==> config.mk <==
export PLATFORM = sky130hd
export DESIGN_NAME = wvb_dpram_drain
export DESIGN_NICKNAME = d
export VERILOG_FILES = /design/src/rtl/wvb_dpram_drain.sv
export SDC_FILE = /design/constraint.sdc
export NUM_CORES = 1
export LEC_CHECK = 0
export BUFFER_PORTS_ARGS = -buffer_cell sky130_fd_sc_hd__buf_4
export CAP_MARGIN = 25
export CORE_UTILIZATION = 40
export DETAILED_ROUTE_END_ITERATION = 8
export GPL_ROUTABILITY_DRIVEN = 0
export PLACE_DENSITY = 0.69
export SYNTH_ARGS = -nofsm -noshare
export SYNTH_HDL_FRONTEND = slang
export SYNTH_SLANG_ARGS = --single-unit
==> constraint.sdc <==
create_clock -name clk -period 2.9 [get_ports clk]
set_clock_uncertainty 0.2 [all_clocks]
set_input_delay 0.58 -clock clk [delete_from_list [all_inputs] [get_ports clk]]
set_output_delay 0.58 -clock clk [all_outputs]
set_load 0.02 [all_outputs]
==> src/rtl/wvb_dpram_drain.sv <==
// wvb_dpram_drain: consumer side of the waveform-buffer DPRAM handshake.
// Reads the 32-bit words the reader left in the DPRAM and streams them as
// 16-bit halfwords (low half first) on a valid/ready link, then pulses
// dpram_done so the reader can reuse the buffer.
// Optional feature: define WVB_DRAIN_CRC_EN to append a CRC-16/CCITT
// halfword (poly 0x1021, init 0xFFFF, MSB first) after the payload.
module wvb_dpram_drain #(
    parameter int P_ADR_WIDTH = 10,
    parameter int P_LEN_WIDTH = 16
) (
    input  logic                   clk,
    input  logic                   rst,
    input  logic                   dpram_run,
    input  logic [P_LEN_WIDTH-1:0] dpram_len,
    output logic                   dpram_busy,
    output logic                   dpram_done,
    output logic [P_ADR_WIDTH-1:0] rd_addr,
    input  logic [31:0]            rd_data,
    output logic [15:0]            out_data,
    output logic                   out_valid,
    input  logic                   out_ready,
    output logic                   out_last,
    output logic                   len_err,
    output logic [7:0]             run_ignored_cnt
);

    // Buffer capacity in halfwords: two per 32-bit word.
    localparam longint unsigned LC_CAP = 64'd2 << P_ADR_WIDTH;
    localparam logic [P_LEN_WIDTH-1:0] LC_ONE = P_LEN_WIDTH'(1);
    localparam logic [P_LEN_WIDTH-1:0] LC_TWO = P_LEN_WIDTH'(2);

`ifdef WVB_DRAIN_CRC_EN
    // With the CRC trailer the last flag belongs to the CRC halfword.
    localparam bit LC_PAYLOAD_LAST = 1'b0;
`else
    localparam bit LC_PAYLOAD_LAST = 1'b1;
`endif

    typedef enum logic [2:0] {
        ST_IDLE,
        ST_FETCH,
        ST_WAIT,
        ST_SEND_LO,
        ST_SEND_HI,
        ST_DONE
`ifdef WVB_DRAIN_CRC_EN
        , ST_SEND_CRC
`endif
    } state_t;

    state_t                 state_q;
    logic                   busy_q;
    logic                   done_q;
    logic [P_ADR_WIDTH-1:0] addr_q;
    logic [15:0]            hi_q;
    logic [P_LEN_WIDTH-1:0] rem_q;
    logic [15:0]            data_q;
    logic                   valid_q;
    logic                   last_q;
    logic                   err_q;
    logic                   run_prev_q;
    logic [7:0]             ign_q;

    logic                   len_over;
    logic [P_LEN_WIDTH-1:0] req_len_d;

`ifdef WVB_DRAIN_CRC_EN
    logic [15:0] crc_q;
    logic [15:0] crc_d;

    // One CRC-16/CCITT update over a 16-bit halfword, MSB first.
    function automatic logic [15:0] crc16_step(input logic [15:0] crc, input logic [15:0] d);
        logic [15:0] c;
        c = crc;
        for (int i = 15; i >= 0; i--) begin
            if (c[15] ^ d[i]) c = {c[14:0], 1'b0} ^ 16'h1021;
            else              c = {c[14:0], 1'b0};
        end
        return c;
    endfunction

    // CRC including the halfword currently on the link.
    always_comb begin
        crc_d = crc16_step(crc_q, data_q);
    end
`endif

    // Clamp the requested length to what the DPRAM can actually hold.
    always_comb begin
        // NOTE: every combinational output gets a default first, so no path leaves it unassigned and infers a latch.
        len_over  = 1'b0;
        req_len_d = dpram_len;
        if (64'(dpram_len) > LC_CAP) begin
            len_over  = 1'b1;
            req_len_d = LC_CAP[P_LEN_WIDTH-1:0];
        end
    end

    // Transfer FSM with registered outputs, plus ignored-run edge counter.
    always_ff @(posedge clk or posedge rst) begin
        if (rst) begin
            // NOTE: state uses non-blocking assignments so every register sees pre-edge values, independent of statement order.
            state_q    <= ST_IDLE;
            busy_q     <= 1'b0;
            done_q     <= 1'b0;
            addr_q     <= '0;
            hi_q       <= '0;
            rem_q      <= '0;
            data_q     <= '0;
            valid_q    <= 1'b0;
            last_q     <= 1'b0;
            err_q      <= 1'b0;
            run_prev_q <= 1'b0;
            ign_q      <= '0;
`ifdef WVB_DRAIN_CRC_EN
            crc_q      <= 16'hFFFF;
`endif
        end else begin
            done_q     <= 1'b0;
            run_prev_q <= dpram_run;
            if (dpram_run && !run_prev_q && state_q != ST_IDLE && ign_q != 8'hFF) begin
                ign_q <= ign_q + 8'd1;
            end

            case (state_q)
                ST_IDLE: begin
                    if (dpram_run) begin
                        busy_q <= 1'b1;
                        rem_q  <= req_len_d;
                        if (len_over) err_q <= 1'b1;
`ifdef WVB_DRAIN_CRC_EN
                        crc_q  <= 16'hFFFF;
`endif
                        if (req_len_d == '0) begin
`ifdef WVB_DRAIN_CRC_EN
                            state_q <= ST_SEND_CRC;
                            data_q  <= 16'hFFFF;
                            valid_q <= 1'b1;
                            last_q  <= 1'b1;
`else
                            state_q <= ST_DONE;
                            done_q  <= 1'b1;
`endif
                        end else begin
                            addr_q  <= '0;
                            state_q <= ST_FETCH;
                        end
                    end
                end
                ST_FETCH: state_q <= ST_WAIT;
                ST_WAIT: begin
                    hi_q    <= rd_data[31:16];
                    data_q  <= rd_data[15:0];
                    valid_q <= 1'b1;
                    last_q  <= LC_PAYLOAD_LAST && (rem_q == LC_ONE);
                    state_q <= ST_SEND_LO;
                end
                ST_SEND_LO, ST_SEND_HI: begin
                    if (out_ready) begin
                        rem_q <= rem_q - LC_ONE;
`ifdef WVB_DRAIN_CRC_EN
                        crc_q <= crc_d;
`endif
                        if (rem_q == LC_ONE) begin
`ifdef WVB_DRAIN_CRC_EN
                            state_q <= ST_SEND_CRC;
                            data_q  <= crc_d;
                            last_q  <= 1'b1;
`else
                            state_q <= ST_DONE;
                            done_q  <= 1'b1;
                            valid_q <= 1'b0;
                            last_q  <= 1'b0;
`endif
                        end else if (state_q == ST_SEND_LO) begin
                            state_q <= ST_SEND_HI;
                            data_q  <= hi_q;
                            last_q  <= LC_PAYLOAD_LAST && (rem_q == LC_TWO);
                        end else begin
                            addr_q  <= addr_q + P_ADR_WIDTH'(1);
                            state_q <= ST_FETCH;
                            valid_q <= 1'b0;
                            last_q  <= 1'b0;
                        end
                    end
                end
`ifdef WVB_DRAIN_CRC_EN
                ST_SEND_CRC: begin
                    if (out_ready) begin
                        state_q <= ST_DONE;
                        done_q  <= 1'b1;
                        valid_q <= 1'b0;
                        last_q  <= 1'b0;
                    end
                end
`endif
                ST_DONE: begin
                    busy_q  <= 1'b0;
                    state_q <= ST_IDLE;
                end
                default: state_q <= ST_IDLE;
            endcase
        end
    end

    assign dpram_busy      = busy_q;
    assign dpram_done      = done_q;
    assign rd_addr         = addr_q;
    assign out_data        = data_q;
    assign out_valid       = valid_q;
    assign out_last        = last_q;
    assign len_err         = err_q;
    assign run_ignored_cnt = ign_q;

endmodule
==> results of run 1 <==
==> worst max path at each step <==
stage,start,end
floorplan,rem_q[5]$_DFFE_PP0P_,out_data[0]$_DFFE_PP0P_
global placement,dpram_len[15],rd_addr[1]$_DFFE_PP0P_
detailed placement,dpram_len[0],rd_addr[7]$_DFFE_PP0P_
CTS,rem_q[5]$_DFFE_PP0P_,out_data[6]$_DFFE_PP0P_
global route,rem_q[5]$_DFFE_PP0P_,out_data[8]$_DFFE_PP0P_
finish,rem_q[5]$_DFFE_PP0P_,out_data[6]$_DFFE_PP0P_
==> area by class of cell <==
cell class / count / area [um^2]
Tap cell: 129 / 161
Inverter: 10 / 37.5
Clock inverter: 7 / 57.6
Clock buffer: 9 / 124
Timing Repair Buffer: 107 / 816
Multi-Input combinational cell: 290 / 1820
Fill cell: 875 / 4390
Sequential cell: 75 / 1880
==> worst max-delay path: stages (launching register included) <==
cell and delay, ps:
dfrtp_1 420, or3_1 400, or3_1 370, and4bb_4 370, nor2_2 60, o21ba_1 170
buf_4 220, mux2_4 320
==> logic make-up after synthesis <==
logic type,count (synthesis),synth area share [%]
and+or+nand+nor,150,18.6
AOI/OAI and AO/OA,93,14.4
DFF,75,48.9
muxes,35,11.2
buffers and inverters,31,3.71
xor gates and xnor gates,7,1.60
adders and majority gates,5,1.63
==> power groups by stage <==
stage	sequential, mW	combinational [mW]	clock (mW)
4_1_cts	1.76	2.49	0.768
3_5_place_dp	1.78	2.48	0
6_report	1.76	2.47	0.752
3_3_place_gp	1.76	2.43	0
5_1_grt	1.82	2.73	0.817
2_1_floorplan	1.89	1.60	0
==> synthesized netlist by cell type, drive strengths merged (2+ instances only) <==
| master | count |
|---|---|
| o31ai | 4 |
| o21a | 5 |
| clkbuf | 17 |
| inv | 10 |
| nand4 | 5 |
| xor2 | 3 |
| dfrtp | 75 |
| o21ai | 25 |
| xnor2 | 4 |
| o22ai | 2 |
| nand2 | 72 |
| a31oi | 9 |
| nor4 | 2 |
| mux2i | 2 |
| buf | 4 |
| mux2 | 33 |
| nand2b | 3 |
| or4 | 3 |
| and3 | 11 |
| a21o | 3 |
| ha | 5 |
| nand3 | 8 |
| nor3 | 15 |
| or3 | 4 |
| a21oi | 33 |
| a311oi | 2 |
| and2 | 2 |
| nor2 | 18 |
==> layer usage <==
| metal | part of all wire [%] | wire length (um) | track usage (%) |
|---|---|---|---|
| met4 | 0.82 | 74 | 5.69 |
| met5 | 0 | 0 | 0 |
| met3 | 3.7 | 336 | 4.32 |
| met2 | 48 | 4310 | 31.0 |
| met1 | 48 | 4270 | 24.3 |
==> flip-flops by register name, indices dropped and copies added, names as in the netlist <==
register and flops:
dpram_done 1, run_prev_q 1, len_err 1, out_data 16
dpram_busy 1, state_q 3, out_last 1, run_ignored_cnt 8
rd_addr 10, hi_q 16, out_valid 1, rem_q 16
==> per-stage QoR <==
stage               instances  power [mW]  setup WS (ps)  hold slack, ps  util, %
finish                    627        4.98            259            13.9     52.7
global route              627        5.36            167            29.1     52.7
CTS                       627        5.01            262            9.65     52.7
detailed placement        611        4.26            163             267     50.8
global placement          611        4.18            283             264     50.8
floorplan                 396        3.49            111             257        -
==> results.yml, run 1 <==
worst_setup_path:
  path_class: "reg -> reg"
  reg2reg_to: "out_data[6]$_DFFE_PP0P_"
  end_kind: "flop"
  crit_arrival_ps: 2680
  cp_max_fo: 16
  start_kind: "flop"
  r2r_slack_ps: 260
  r2r-start: "rem_q[5]$_DFFE_PP0P_"
  cp.required_ps: 2940
  reg2reg_depth: 7
drt:
  first_iter_violations: 184
  viasPerCell: 5.17
  routed_wl_mm: 8.99
  drtAntennaViolNets: 0
  via_count: 3244
  drc: 0
  post_drt_wl_per_cell_um: 14.3
  firstDrtPassIters: 4
finish:
  final_common_cell: "buf_4"
  final_cell_area_mm2: 0.00490
  area_delta_synth_final_pct: 27.5
  mostFrequentLayoutCells: "buf_4 (106), dfrtp_1 (75), nand2_1 (72)"
  drive_gt1_share_pct: 32.9
  num_antenna_cells: 0
  nNetsFinal: 550
clock_tree:
  cts_hold_buffers: 0
  cts_setup_buffers: 0
  root_buffer: "clkbuf_8"
  cts_resized: 0
  clockBufferDepth: 2
  htreeDepth: 3
  clkSinkCount: 75
  cts.clk_slew.worst_paths_ps: 90
  cts_buffers: 9
  clk_latency_ps: 350
  cts_tree: "yes"
floorplan:
  die-height_um: 100
  ios: 91
  placement_rows: 35
  die-area_mm2: 0.0100
  core_mm2: 0.00928
  die_w_um: 100
  initial_utilization_pct: 41.4
power_and_ir_drop:
  pwr-share-clk_pct: 15.1
  p_per_area_mw_per_mm2: 1020
  p_leak_nw: 2.32
  seq_power_share_pct: 35.3
  net-switching-power_mw: 2.05
  max-vdd-ir-drop_uv: 418
  p_int_mw: 2.94
  switching_share_pct: 41.0
  combPwrFrac_pct: 49.6
yosys:
  synthDistinctLibCells: 50
  syn-num-nets: 453
  synth_edf_count: 0
  synth.cell_area_mm2: 0.00384
  synth.top_cells.by_area: "dfrtp_1 (49%), nand2_1 (7.0%), mux2_2 (6.7%)"
  yosysSeqAreaShare_pct: 48.9
  synth_area_per_cell_um2: 9.70
  synth-main-ff-cell: "dfrtp_1"
  synth-async-reset-ratio_pct: 100
  syn-instance-count: 396
  ys_ff_latch: 75
  yosys.area.top_type: "dfrtp_1"
  yosys_warnings: 0
  synth_top_area_share_pct: 48.9
status:
  status: "finished, final reports clean"
place:
  dpl.hpwl_mm: 6.44
  port_buffers: 90
  place_area_mm2: 0.00472
timing:
  slew_viol_final: 0
  tightest_slew_ps: 540
  grt_setup_unrepaired: "false"
  timing.final.crit_share_pct: 91.1
  finalSetupViolations: 0
  timing.fmax_mhz: 379
  fin_setup_tns_ps: 0
  hold_viol: 0
  min_period_ps: 2640
  slew_headroom_pct: 64.0
hold_path:
  min_path_type: "in -> async"
global_routing:
  overflow: 0
  antenna_found_initial: 0
  grt_pass1_wl_mm: 14.8
  grt_max_degree: 43
  grt_pass1_vias: 3181
  track_usage_pct: 18.6
job:
  cap_violations: 0
Power figures use the tool's default switching activity.
==> run 2, diff against run 1 <==
- PLACE_DENSITY: 0.69 -> unset
- PLACE_DENSITY_LB_ADDON: unset -> 0.15
==> run 2 against run 1 <==
Compared with the run above: wire length down 2.9%; worst setup slack worse by 40 ps; combinational power shrank 2%; maximum frequency fell by 1.5%; via count down 1.5%; global-route usage shrank 0.23 points; die area stayed put; core utilization grew 0.12 points; design area up 0.23%; largest cell class unchanged; sequential power about the same.
==> results.yml, run 2 (synthesis gave the netlist of run 1 again) <==
floorplan:
  die_w_um: 100
  die-height_um: 100
  ios: 91
  initial_utilization_pct: 41.4
  core_mm2: 0.00928
  placement_rows: 35
  die-area_mm2: 0.0100
place:
  dpl.hpwl_mm: 5.94
  dp_slack_ps: 217
  port_buffers: 90
  place_area_mm2: 0.00468
power_and_ir_drop:
  net-switching-power_mw: 2.04
  p_int_mw: 3.08
  max-vdd-ir-drop_uv: 422
  p_leak_nw: 2.33
  p_per_area_mw_per_mm2: 1040
  seq_power_share_pct: 34.6
  switching_share_pct: 39.8
  combPwrFrac_pct: 47.2
  pwr-share-clk_pct: 18.2
finish:
  final_util_pct: 52.9
  drive_gt1_share_pct: 32.1
  area_delta_synth_final_pct: 27.8
  final_cell_area_mm2: 0.00491
  mostFrequentLayoutCells: "buf_4 (100), dfrtp_1 (75), nand2_1 (72)"
  nNetsFinal: 544
  num_antenna_cells: 0
  final_common_cell: "buf_4"
worst_setup_path:
  cp_max_fo: 16
  start_kind: "flop"
  reg2reg_depth: 7
  slowest_delay_ps: 430
  cpMostUsedCell: "or3_1"
  path_class: "reg -> reg"
  crit_buf_inv: 1
  crit_arrival_ps: 2720
  critPathSlowestCell: "dfrtp_1"
  end_kind: "flop"
  reg2reg_to: "out_data[3]$_DFFE_PP0P_"
  r2r-start: "rem_q[5]$_DFFE_PP0P_"
  cp.required_ps: 2940
  cp_top_family: "simple AND/OR/NAND/NOR gates"
  crit_chain: "or3_1 > or3_1 > and4bb_4 > nor2_2 > o21ba_1 > buf_4 > mux2_4"
  r2r_slack_ps: 220
drt:
  via_count: 3194
  drc: 0
  viasPerCell: 5.14
  firstDrtPassIters: 5
  post_drt_wl_per_cell_um: 14.1
  drtAntennaViolNets: 0
  routed_wl_mm: 8.73
  first_iter_violations: 168
global_routing:
  grt_pass1_wl_mm: 14.6
  track_usage_pct: 18.4
  overflow: 0
  grt_max_degree: 76
  grt_pass1_vias: 3061
  antenna_found_initial: 0
hold_path:
  min_path_type: "in -> async"
timing:
  slew_headroom_pct: 62.3
  timing.final.crit_share_pct: 92.5
  tightest_slew_ps: 565
  finalSetupViolations: 0
  hold_viol: 0
  grt_setup_unrepaired: "false"
  slew_viol_final: 0
  layout_setup_ws_ps: 218
  fin_hold_ws_ps: 117
  fin_setup_tns_ps: 0
  min_period_ps: 2680
  timing.fmax_mhz: 373
status:
  status: "finished, final reports clean"
clock_tree:
  htreeDepth: 3
  cts_resized: 0
  cts_tree: "yes"
  clk_latency_ps: 350
  cts.clk_slew.worst_paths_ps: 80
  clkSinkCount: 75
  clockBufferDepth: 2
  cts_buffers: 9
  cts_setup_buffers: 0
  cts_hold_buffers: 0
  root_buffer: "clkbuf_8"
job:
  cap_violations: 0
-- run 2: metrics by stage --
step | instances | total power [mW]
6_report | 621 | 5.12
3_5_place_dp | 605 | 4.23
3_3_place_gp | 605 | 4.17
4_1_cts | 621 | 5.17
5_1_grt | 621 | 5.51
2_1_floorplan | 396 | 3.49
-- run 2: final cells by class --
class                           count  area, um^2
Tap cell                          129         161
Multi-Input combinational cell    290        1830
Timing Repair Buffer              101         771
Clock inverter                      7         106
Sequential cell                    75        1880
Inverter                           10        37.5
Fill cell                         885        4380
Clock buffer                        9         124
-- run 2: layer usage --
layer  global-route usage [%]  up-vias  wire [um]
li1                         -     1588          -
met1                     24.4     1518       4160
met2                     29.9       86       4060
met3                     5.08        2        479
met4                     4.57        0         29
met5                        0        -          0
-- run 2: worst min-delay path, delay by kind of cell --
family	cells	cell delay [ps]
buf+inv	3	500
-- run 2: power groups by stage --
stage               clock network, mW  registers [mW]  logic (mW)
floorplan                           0            1.89        1.60
global placement                    0            1.78        2.39
detailed placement                  0            1.79        2.44
CTS                             0.959            1.77        2.44
global route                     1.01            1.84        2.67
finish                          0.930            1.77        2.42
-- run 2: worst max-delay path by stage --
stage               cells after the start                 endpoint                 start
floorplan                              10  out_data[0]$_DFFE_PP0P_  rem_q[5]$_DFFE_PP0P_
global placement                        7  out_data[7]$_DFFE_PP0P_  rem_q[5]$_DFFE_PP0P_
detailed placement                      7  out_data[8]$_DFFE_PP0P_  rem_q[5]$_DFFE_PP0P_
CTS                                     7  out_data[3]$_DFFE_PP0P_  rem_q[5]$_DFFE_PP0P_
global route                            7  out_data[3]$_DFFE_PP0P_  rem_q[5]$_DFFE_PP0P_
finish                                  7  out_data[3]$_DFFE_PP0P_  rem_q[5]$_DFFE_PP0P_
==> run 3, diff against run 2 <==
- CORE_UTILIZATION: 40 -> 45
- CTS_BUF_LIST: unset -> sky130_fd_sc_hd__clkbuf_8
- clock period: 2.9 -> 3.1 ns (I/O delays scaled with it)
==> run 3 against run 2 <==
Compared with the run above: die area down 11%; largest cell class unchanged; worst setup slack about the same; non-clock buffer count is 2 lower; first-iteration DRC count up 4.2%.
==> results.yml, run 3 (synthesis gave the netlist of run 1 again) <==
worst_setup_path:
  cp.required_ps: 3140
  end_kind: "flop"
  path_class: "reg -> reg"
  critPathSlowestCell: "or3_1"
  crit_buf_inv: 1
  slowest_delay_ps: 490
  start_kind: "flop"
  cp_top_family: "simple AND/OR/NAND/NOR gates"
  cpMostUsedCell: "or3_1"
  cp_max_fo: 16
  crit_arrival_ps: 2920
  crit_chain: "or3_1 > or3_1 > and4bb_4 > nor2_2 > o21ba_1 > buf_4 > mux2_4"
drt:
  met3_length_um: 488
  viasPerCell: 5.44
  wl_met1_mm: 4.09
  wl_met2_mm: 4.04
  routed.top_layer: "met4"
  first_iter_violations: 175
  drc: 0
  drtAntennaViolNets: 0
  firstDrtPassIters: 6
  routed_wl_mm: 8.69
  post_drt_wl_per_cell_um: 14.6
  via_count: 3238
finish:
  ff_latch_area_mm2: 0.00188
  nNetsFinal: 542
  area_delta_synth_final_pct: 26.3
  mostFrequentLayoutCells: "buf_4 (98), dfrtp_1 (75), nand2_1 (72)"
  final_common_cell: "buf_4"
  num_antenna_cells: 0
  layoutNonFillerInstCount: 595
  nFillCells: 737
  multiInputGateArea_mm2: 0.00182
  final_util_pct: 59.0
  drive_gt1_share_pct: 31.8
power_and_ir_drop:
  max-vdd-ir-drop_uv: 494
  p_leak_nw: 2.31
  p_per_area_mw_per_mm2: 979
place:
  port_buffers: 90
  dp_slack_ps: 243
  dpl.hpwl_mm: 5.95
  place_inst: 579
global_routing:
  overflow: 0
  antenna_found_initial: 0
  track_usage_pct: 20.8
  grt_pass1_vias: 3019
  grt_pass1_wl_mm: 14.4
  grt_max_degree: 50
floorplan:
  die-height_um: 94.4
  ios: 91
  die_w_um: 94.4
  initial_utilization_pct: 46.7
  placement_rows: 33
  die-area_mm2: 0.00891
  core_mm2: 0.00822
clock_tree:
  clkSinkCount: 75
  clockBufferDepth: 2
  cts_setup_buffers: 0
  clk_latency_ps: 350
  cts_hold_buffers: 0
  cts.clk_slew.worst_paths_ps: 80
  root_buffer: "clkbuf_8"
  htreeDepth: 3
  cts_buffers: 9
  cts_resized: 0
  cts_tree: "yes"
timing:
  slew_viol_final: 0
  layout_setup_ws_ps: 218
  grt_setup_unrepaired: "false"
  tightest_slew_ps: 591
  slew_headroom_pct: 60.5
  fin_setup_tns_ps: 0
  min_period_ps: 2880
  timing.final.crit_share_pct: 93.0
  finalSetupViolations: 0
  timing.fmax_mhz: 347
  hold_viol: 0
status:
  status: "finished, final reports clean"
job:
  cap_violations: 0
hold_path:
  min_path_type: "in -> async"
run 3: path summary, 6_finish.rpt:
path | cells after the start | endpoint | start | slack (ps)
setup reg to reg | 7 | out_data[3]$_DFFE_PP0P_ | rem_q[5]$_DFFE_PP0P_ | 220
max in group asynchronous | 3 | hi_q[11]$_DFFE_PP0P_ | rst | 1900
min in group clk | 1 | run_prev_q$_DFF_PP0_ | dpram_run | 240
setup / recovery | 7 | out_data[3]$_DFFE_PP0P_ | rem_q[5]$_DFFE_PP0P_ | 220
hold / removal | 2 | run_ignored_cnt[4]$_DFFE_PP0P_ | rst | 130
hold reg to reg | 2 | len_err$_DFFE_PP0P_ | len_err$_DFFE_PP0P_ | 280
run 3: where the power goes:
group	leakage, nW	switching [mW]	internal [mW]
clock	0.106	0.398	0.459
sequential	0.930	0.301	1.35
combinational	1.27	1.19	1.05
run 3: through the flow:
step	power (mW)	hold slack [ps]	area, um^2
floorplan	3.27	257	3840
global placement	3.86	255	4630
detailed placement	3.92	266	4630
CTS	4.78	142	4850
global route	5.10	168	4850
finish	4.75	132	4850
run 3: area by class of cell:
type / instances / area share, %
Clock inverter: 7 / 2.09
Timing Repair Buffer: 99 / 15.6
Tap cell: 105 / 2.71
Clock buffer: 9 / 2.55
Multi-Input combinational cell: 290 / 37.6
Sequential cell: 75 / 38.7
Inverter: 10 / 0.774
run 3: per-layer routing:
metal | vias to the layer above | GRT usage (%)
met4 | 0 | 6.92
met2 | 112 | 32.9
met5 | - | 0
met3 | 6 | 4.43
li1 | 1577 | -
met1 | 1543 | 28.5
